===== config.mk =====
export PLATFORM = sky130hd
export DESIGN_NAME = uart_cmd_queue_flat
export DESIGN_NICKNAME = d
export VERILOG_FILES = /design/src/rtl/uart_pkg.sv /design/src/rtl/uart_cmd_queue_if.sv /design/src/rtl/uart_cmd_ram.sv /design/src/rtl/uart_cmd_queue.sv /design/src/flat_wrapper.sv
export SDC_FILE = /design/constraint.sdc
export NUM_CORES = 1
export LEC_CHECK = 0
export ABC_AREA = 1
export CAP_MARGIN = 20
export CORE_AREA = 2 2 95 106
export CTS_CLUSTER_DIAMETER = 50
export DETAILED_ROUTE_END_ITERATION = 8
export DIE_AREA = 0 0 97 108
export MAX_ROUTING_LAYER = met4
export PLACE_DENSITY_LB_ADDON = 0.2
export RECOVER_POWER = 100
export SLEW_MARGIN = 20
export SYNTH_ARGS = -nofsm -noshare
export SYNTH_HDL_FRONTEND = slang
export SYNTH_SLANG_ARGS = --single-unit

===== constraint.sdc =====
create_clock -name clk -period 5.35 [get_ports clk]
set_clock_uncertainty 0.05 [all_clocks]
set_input_delay 1.07 -clock clk [delete_from_list [all_inputs] [get_ports clk]]
set_output_delay 1.07 -clock clk [all_outputs]
set_load 0.01 [all_outputs]

===== src/rtl/uart_pkg.sv =====
// Shared definitions for the UART command queue: default command width,
// command word type and the level-counter width helper.
package uart_pkg;

  localparam int DEF_CMD_WIDTH = 16;

  typedef logic [DEF_CMD_WIDTH-1:0] cmd_t;

  // Level must represent 0..depth inclusive, hence depth+1 codes.
  function automatic int level_w(input int depth);
    return $clog2(depth + 1);
  endfunction

endpackage


===== src/rtl/uart_cmd_queue_if.sv =====
// Host-push / UART-pop handshake bundle for the command queue.
// The queue uses the slave modport; the host/UART side uses the master modport.
interface uart_cmd_queue_if
  import uart_pkg::*;
#(
  parameter int CMD_WIDTH = DEF_CMD_WIDTH,
  parameter int DEPTH     = 8
) ();

  localparam int LW = level_w(DEPTH);

  logic                 wr_en;
  logic [CMD_WIDTH-1:0] wr_data;
  logic                 full;
  logic                 afull;
  logic [LW-1:0]        level;
  logic                 overflow;
  logic                 clr_ovf;
  logic [CMD_WIDTH-1:0] cmd_out;
  logic                 cmd_vld;
  logic                 cmd_rdy;

  modport slave (
    input  wr_en, wr_data, clr_ovf, cmd_rdy,
    output full, afull, level, overflow, cmd_out, cmd_vld
  );

  modport master (
    output wr_en, wr_data, clr_ovf, cmd_rdy,
    input  full, afull, level, overflow, cmd_out, cmd_vld
  );

endinterface


===== src/rtl/uart_cmd_ram.sv =====
// Command storage: synchronous write, asynchronous read at the head pointer.
// Contents are intentionally not reset; validity is tracked by the level counter.
module uart_cmd_ram
  import uart_pkg::*;
#(
  parameter int CMD_WIDTH = DEF_CMD_WIDTH,
  parameter int DEPTH     = 8,
  localparam int AW       = $clog2(DEPTH)
) (
  input  logic                 clk,
  input  logic                 we,
  input  logic [AW-1:0]        waddr,
  input  logic [CMD_WIDTH-1:0] wdata,
  input  logic [AW-1:0]        raddr,
  output logic [CMD_WIDTH-1:0] rdata
);

  logic [CMD_WIDTH-1:0] mem_q [DEPTH];

  always_ff @(posedge clk) begin
    if (we) begin
      mem_q[waddr] <= wdata;
    end
  end

  assign rdata = mem_q[raddr];

endmodule


===== src/rtl/uart_cmd_queue.sv =====
// First-word-fall-through command queue in front of the UART transmitter,
// with registered full/afull and a sticky overflow flag.
module uart_cmd_queue
  import uart_pkg::*;
#(
  parameter int CMD_WIDTH   = DEF_CMD_WIDTH,
  parameter int DEPTH       = 8,
  parameter int AFULL_LEVEL = 6
) (
  input  logic           clk,
  input  logic           rst_n,
  uart_cmd_queue_if.slave bus
);

  localparam int PW = $clog2(DEPTH);
  localparam int LW = level_w(DEPTH);
  localparam logic [LW-1:0] LVL_FULL  = LW'(DEPTH);
  localparam logic [LW-1:0] LVL_AFULL = LW'(AFULL_LEVEL);

  logic [PW-1:0]        wr_ptr_q, wr_ptr_d;
  logic [PW-1:0]        rd_ptr_q, rd_ptr_d;
  logic [LW-1:0]        level_q,  level_d;
  logic                 full_q,   full_d;
  logic                 afull_q,  afull_d;
  logic                 ovf_q,    ovf_d;
  logic                 push, pop, drop;
  logic [CMD_WIDTH-1:0] rd_data;

  // full_q is the pre-edge state, so a push at full is dropped even if a pop
  // frees a slot on the same edge.
  always_comb begin
    push     = bus.wr_en && !full_q;
    drop     = bus.wr_en &&  full_q;
    pop      = (level_q != '0) && bus.cmd_rdy;
    wr_ptr_d = wr_ptr_q;
    rd_ptr_d = rd_ptr_q;
    level_d  = level_q;
    ovf_d    = ovf_q;

    if (push) wr_ptr_d = wr_ptr_q + PW'(1);
    if (pop)  rd_ptr_d = rd_ptr_q + PW'(1);

    case ({push, pop})
      2'b10:   level_d = level_q + LW'(1);
      2'b01:   level_d = level_q - LW'(1);
      default: level_d = level_q;
    endcase

    full_d  = (level_d == LVL_FULL);
    afull_d = (level_d >= LVL_AFULL);

    // A drop in the same cycle as a clear must leave the flag set.
    if (bus.clr_ovf) ovf_d = 1'b0;
    if (drop)        ovf_d = 1'b1;
  end

  always_ff @(posedge clk or negedge rst_n) begin
    if (!rst_n) begin
      wr_ptr_q <= '0;
      rd_ptr_q <= '0;
      level_q  <= '0;
      full_q   <= 1'b0;
      afull_q  <= 1'b0;
      ovf_q    <= 1'b0;
    end else begin
      wr_ptr_q <= wr_ptr_d;
      rd_ptr_q <= rd_ptr_d;
      level_q  <= level_d;
      full_q   <= full_d;
      afull_q  <= afull_d;
      ovf_q    <= ovf_d;
    end
  end

  uart_cmd_ram #(
    .CMD_WIDTH (CMD_WIDTH),
    .DEPTH     (DEPTH)
  ) u_ram (
    .clk   (clk),
    .we    (push),
    .waddr (wr_ptr_q),
    .wdata (bus.wr_data),
    .raddr (rd_ptr_q),
    .rdata (rd_data)
  );

  assign bus.cmd_vld  = (level_q != '0);
  assign bus.cmd_out  = rd_data;
  assign bus.level    = level_q;
  assign bus.full     = full_q;
  assign bus.afull    = afull_q;
  assign bus.overflow = ovf_q;

endmodule


===== src/flat_wrapper.sv =====
// flat-port wrapper written by rule: the top's interface ports become plain ports
module uart_cmd_queue_flat import uart_pkg::*;
#(
  parameter int CMD_WIDTH   = DEF_CMD_WIDTH,
  parameter int DEPTH       = 8,
  parameter int AFULL_LEVEL = 6
)
  (clk, rst_n, bus_wr_en, bus_wr_data, bus_clr_ovf, bus_cmd_rdy, bus_full, bus_afull, bus_level, bus_overflow, bus_cmd_out, bus_cmd_vld);
  uart_cmd_queue_if #(.CMD_WIDTH(CMD_WIDTH), .DEPTH(DEPTH)) bus_i ();
  input  logic clk;
  input  logic rst_n;
  input wire logic [$bits(bus_i.wr_en)-1:0] bus_wr_en;
  input wire logic [$bits(bus_i.wr_data)-1:0] bus_wr_data;
  input wire logic [$bits(bus_i.clr_ovf)-1:0] bus_clr_ovf;
  input wire logic [$bits(bus_i.cmd_rdy)-1:0] bus_cmd_rdy;
  output wire logic [$bits(bus_i.full)-1:0] bus_full;
  output wire logic [$bits(bus_i.afull)-1:0] bus_afull;
  output wire logic [$bits(bus_i.level)-1:0] bus_level;
  output wire logic [$bits(bus_i.overflow)-1:0] bus_overflow;
  output wire logic [$bits(bus_i.cmd_out)-1:0] bus_cmd_out;
  output wire logic [$bits(bus_i.cmd_vld)-1:0] bus_cmd_vld;
  assign bus_i.wr_en = bus_wr_en;
  assign bus_i.wr_data = bus_wr_data;
  assign bus_i.clr_ovf = bus_clr_ovf;
  assign bus_i.cmd_rdy = bus_cmd_rdy;
  assign bus_full = bus_i.full;
  assign bus_afull = bus_i.afull;
  assign bus_level = bus_i.level;
  assign bus_overflow = bus_i.overflow;
  assign bus_cmd_out = bus_i.cmd_out;
  assign bus_cmd_vld = bus_i.cmd_vld;
  uart_cmd_queue #(.CMD_WIDTH(CMD_WIDTH), .DEPTH(DEPTH), .AFULL_LEVEL(AFULL_LEVEL)) u_core (.clk(clk), .rst_n(rst_n), .bus(bus_i));
endmodule

* Word-level counts from Yosys, hierarchy flattened
Memories as Yosys holds them, arrays and structs flattened.
Index checks and enable logic that the tools add are counted.
** Storage, ports and cells
- Word-level logic and storage cells :: 26
- Bits in registers :: 13
- Output and inout port bits :: 24
- Bits in latches :: 0
- ROM bits :: 0
- RAM bits :: 128
- Input port bits :: 21
- Memories kept :: 1
** Operators by class
- Reductions and logical operators :: 6
- Equality and inequality tests :: 3
- Divide/modulo/power cells :: 0
- Shift operators :: 0
- $mul :: 0
- $add $sub $neg :: 4
- Muxes and demuxes :: 5
- Bitwise logic cells :: 0
- Order comparisons :: 1
** Memory list
- u_core.u_ram.mem_q :: words 8, bits a word 16, rd ports 1, clocked after memory_dff 0, wr ports 1, RTL line uart_cmd_ram.sv:18 : logic [CMD_WIDTH-1:0] mem_q [DEPTH];
** Operator list (count)
- case mux 4 bit (2 select lines) :: 1
- adder 3 x 1 -> 3 bit (second input constant) :: 2
- adder 4 x 1 -> 4 bit (second input constant) :: 1
- == test 4 bit (second input constant) :: 1
- >= comparator 4 x 3 -> 1 bit (second input constant) :: 1
- two-way mux 1 bit :: 4
- nonzero test 4 bit :: 1
- subtractor 4 x 1 -> 4 bit (second input constant) :: 1
- logical AND 1 bit :: 3
- == test 2 x 1 -> 1 bit (second input constant) :: 1
- == test 2 bit (second input constant) :: 1
- nonzero test 2 bit :: 1
- logical NOT 1 bit :: 1

* Depth between registers and ports, before layout
- Word-level depth :: 5
- Mapped depth :: 13
- Gate-level depth less buffers :: 13

* By module
Synthesis repeated with hierarchy kept, for this count alone.
** Unflattened totals
- Cells, all modules :: 646
- Area total of the unflattened synthesis :: 6328.6 um2
** Modules (own cells, without submodules)
- uart_cmd_ram :: area an instance 5669.2 um2, instances 1, cells an instance 571
- uart_cmd_queue :: area an instance 659.4 um2, instances 1, cells an instance 75

* Worst setup path after synthesis
OpenSTA, ideal clock, no wires.
- Kind :: input port to flip-flop
- Start :: input port bus_wr_en
- End :: memory u_core.u_ram.mem_q[0][0] (netlist name) (enable)
- Stages :: 5
- Required time :: 4.912 ns
- Buffers on the path :: 0
- Library setup time :: 0.388 ns
- Arrival time :: 2.277 ns
- Path slack :: 2.634 ns
- Path through :: inv_1 -> nor2_2 -> inv_1 -> or2_1 -> nor2_1
** On the way
- Cells in the longest elaborated chain, start to end :: 3
** Ends and longest elaborated chain
- start, declared :: RTL line flat_wrapper.sv:12 : input wire logic [$bits(bus_i.wr_en)-1:0] bus_wr_en;
- logical AND 1 bit :: RTL line uart_cmd_queue.sv:32 : push = bus.wr_en && !full_q;
- two-way mux 1 bit :: RTL line uart_cmd_ram.sv:21 : if (we) begin
- two-way mux 1 bit (implied by the code) :: RTL line uart_cmd_ram.sv:22 : mem_q[waddr] <= wdata;
- end, declared :: RTL line uart_cmd_ram.sv:18
No other way between the ends.

* Final worst setup path
- Start :: register u_core.rd_ptr_q[1]
- End :: output port bus_cmd_out[13]
** On the way
- Cells in the longest elaborated chain, start to end :: 1
** Ends and longest elaborated chain
- start, declared :: RTL line uart_cmd_queue.sv:21 : logic [PW-1:0] rd_ptr_q, rd_ptr_d;
- start signal, assigned :: RTL line uart_cmd_queue.sv:67 : rd_ptr_q <= rd_ptr_d;
- memory (8 x 16 bit)
- end, declared :: RTL line flat_wrapper.sv:20 : output wire logic [$bits(bus_i.cmd_out)-1:0] bus_cmd_out;
No other way between the ends.

==> results.yml <==
detailed_routing:
  num_vias: 3633
  vias_per_cell: 5.72
  wl_per_cell_um: 18.6
  drt_iter0_markers: 338
  ant_nets: 0
  drc: 0
  dr.pass1.iters: 5
  wl_mm: 11.8
sta:
  tightest_slew_ns: 1.29
  finalHoldViolCount: 0
  period_needed_ns: 4.20
  finalSetupTns_ns: 0
  fin_ws_ns: 1.15
  fmax_mhz: 238
  fin_crit_sh: 0.785
  setup_viol_count_final: 0
  slew-limit-headroom: 0.139
  rsz0062_at_grt: "no"
  report.final.slew_viol_count: 0
placement:
  io_buffers: 44
  place_inst: 603
  routabilityCongestion: 0.784
  post_dp_cell_area_um2: 6190
  post-dp-hpwl_mm: 6.17
  place_ws_ns: 1.99
cts:
  ctsLongestPathBuffers: 2
  clock-sinks: 141
  cts_buffers: 17
  cts_tree: "yes"
  ctsHoldBuffers: 0
  clk_latency_ns: 0.52
  clkTransAtPathRegs_ns: 0.06
  cts_setup_buffers: 0
  cts_max_level: 4
  clock-root-buffer: "clkbuf_8"
  cts_resized: 0
floorplan:
  io_pins: 45
  rows: 37
  dieArea_um2: 10500
  core_area_um2: 9310
  die_h_um: 108
  initial_core_util: 0.609
  die_w_um: 97
cells_and_area:
  final_area_um2: 6810
  fillCellCount: 581
  final-instance-count-excl-fill: 635
  mostFrequentLayoutCell: "edfxtp_1"
  final_nets: 532
  syn2layout_area_growth_pct: 20.2
  final_cell_mix: "edfxtp_1, nand2_1, nor2_1"
  drive_above_1_share: 0.0714
  antenna_cells: 0
yosys:
  synthTopCellsByArea: "edfxtp_1, dfrtp_1, nand2_1"
  synth_top_area_frac: 0.678
  yosysWarnings: 0
  ys_ff_latch: 141
  synthCells: 454
  synthesis.nets: 481
  seq_area_frac_synth: 0.736
  synth.distinct_cells: 23
  yosysTopAreaCell: "edfxtp_1"
  async_reset_ff_frac: 0.0922
  syn_area_um2: 5670
  synth_top_flop_cell: "edfxtp_1"
  synth-edff-count: 128
  avgSynthCellArea_um2: 12.5
min_path:
  min_from: "u_core.bus.full$_DFF_PN0_"
  hp-class: "flop to flop"
  holdPathEnd: "u_core.bus.overflow$_DFFE_PN0P_"
  whs_path_depth: 2
worst_setup_path:
  r2r_start: "u_core.bus.full$_DFF_PN0_"
  rr_worst_depth: 5
  crit_type: "flop to output port"
  crit_path_start_kind: "flop"
  worstPathRequired_ns: 4.23
  crit_start: "u_core.rd_ptr_q[1]$_DFFE_PN0P_"
  cp-end-kind: "output port"
  worstPathMaxFanout: 22
  crit_arrival_ns: 3.08
  r2r_setup_slack_ns: 2.72
  r2r-end: "u_core.u_ram.mem_q[4][3]$_DFFE_PP_"
global_routing:
  grt_max_degree: 66
  globalRouteOverflowTotal: 0
  grt_pass1_vias: 3671
  antenna_found_initial: 0
  grtUsageTotal: 0.248
  grt_pass1_wl_mm: 18.9
power:
  power.leakage_nw: 2.47
  ir_worst_vdd_mv: 0.396
  powerDensity_nw_per_um2: 611
outcome:
  status: "completed"
run:
  maxCapViolCount: 0
[flip-flops by register name (all words and copies together) (netlist names)]
| name | flops |
|---|---|
| u_core.u_ram.mem_q | 128 |
| u_core.bus.level | 4 |
| u_core.rd_ptr_q | 3 |
| u_core.wr_ptr_q | 3 |
| u_core.bus.afull | 1 |
| u_core.bus.full | 1 |
| u_core.bus.overflow | 1 |
[kinds of logic (layout without fill, tap and decap cells)]
logic type,count (synthesis),in the layout,share of synthesized area
adder cells (fa/ha/maj),6,6,0.0146
flip-flops,141,141,0.736
AND/OR/NAND/NOR,161,161,0.109
AO/OA/AOI/OAI,100,100,0.0954
XOR/XNOR,4,4,0.00618
buffers and inverters,42,106,0.0389
[area by class of cell]
| type | instances | area, um2 | area share |
|---|---|---|---|
| clock buffers | 17 | 414 | 0.0608 |
| clock inverters | 15 | 243 | 0.0357 |
| inverters | 19 | 72.6 | 0.0107 |
| multi-input cells | 271 | 1270 | 0.187 |
| flip-flops and latches | 141 | 4170 | 0.612 |
| well taps | 117 | 146 | 0.0215 |
| repair buffers | 55 | 489 | 0.0719 |
[metal layers]
metal  vias up  wire (um)  GRT usage
met3        20        800     0.0543
met1      1746       4920      0.320
met4         0        199      0.101
met2       154       5910      0.390
li1       1713          -          -
met5         -          0          -
[where the power goes]
group          switching [mW]  leakage, nW  total, mW  internal [mW]
registers              0.0839         1.32       1.49           1.40
logic                   0.867        0.834       1.37          0.507
clock network           0.444        0.322       1.29          0.851
total                    1.39         2.47       4.16           2.76
[per-stage QoR]
stage | total power [mW] | utilization | hold WS (ns)
after detailed placement | 2.92 | 0.665 | 0.480
after global placement | 2.88 | 0.665 | 0.461
after global routing | 4.39 | 0.732 | 0.523
after CTS | 4.23 | 0.735 | 0.498
after floorplan | 2.40 | - | 0.441
final | 4.16 | 0.732 | 0.468
[worst max-delay path by stage]
stage                                         endpoint
finish                                 bus_cmd_out[13]
global placement                       bus_cmd_out[13]
global route                            bus_cmd_out[8]
detailed placement                      bus_cmd_out[1]
floorplan           u_core.u_ram.mem_q[0][0]$_DFFE_PP_
CTS                                    bus_cmd_out[13]
[worst max-delay path, cell delays in order (launching register included)]
cell and delay [ns]:
dfrtp_1 0.78, clkbuf_1 0.54, o21ai_0 0.25, o22ai_1 0.22, nand2_1 0.08, nand2_1 0.08, dlygate4sd3_1 0.60
[cells in the mapped netlist, drive strengths merged (2+ instances only)]
| cell type | count |
|---|---|
| buf | 16 |
| clkbuf | 7 |
| dfrtp | 13 |
| edfxtp | 128 |
| ha | 5 |
| inv | 18 |
| nand2 | 78 |
| nand3 | 3 |
| nor2 | 77 |
| o21ai | 68 |
| o22ai | 32 |
| or2 | 2 |
| xor2 | 3 |
Note: power is estimated with default switching activity, not from simulation.
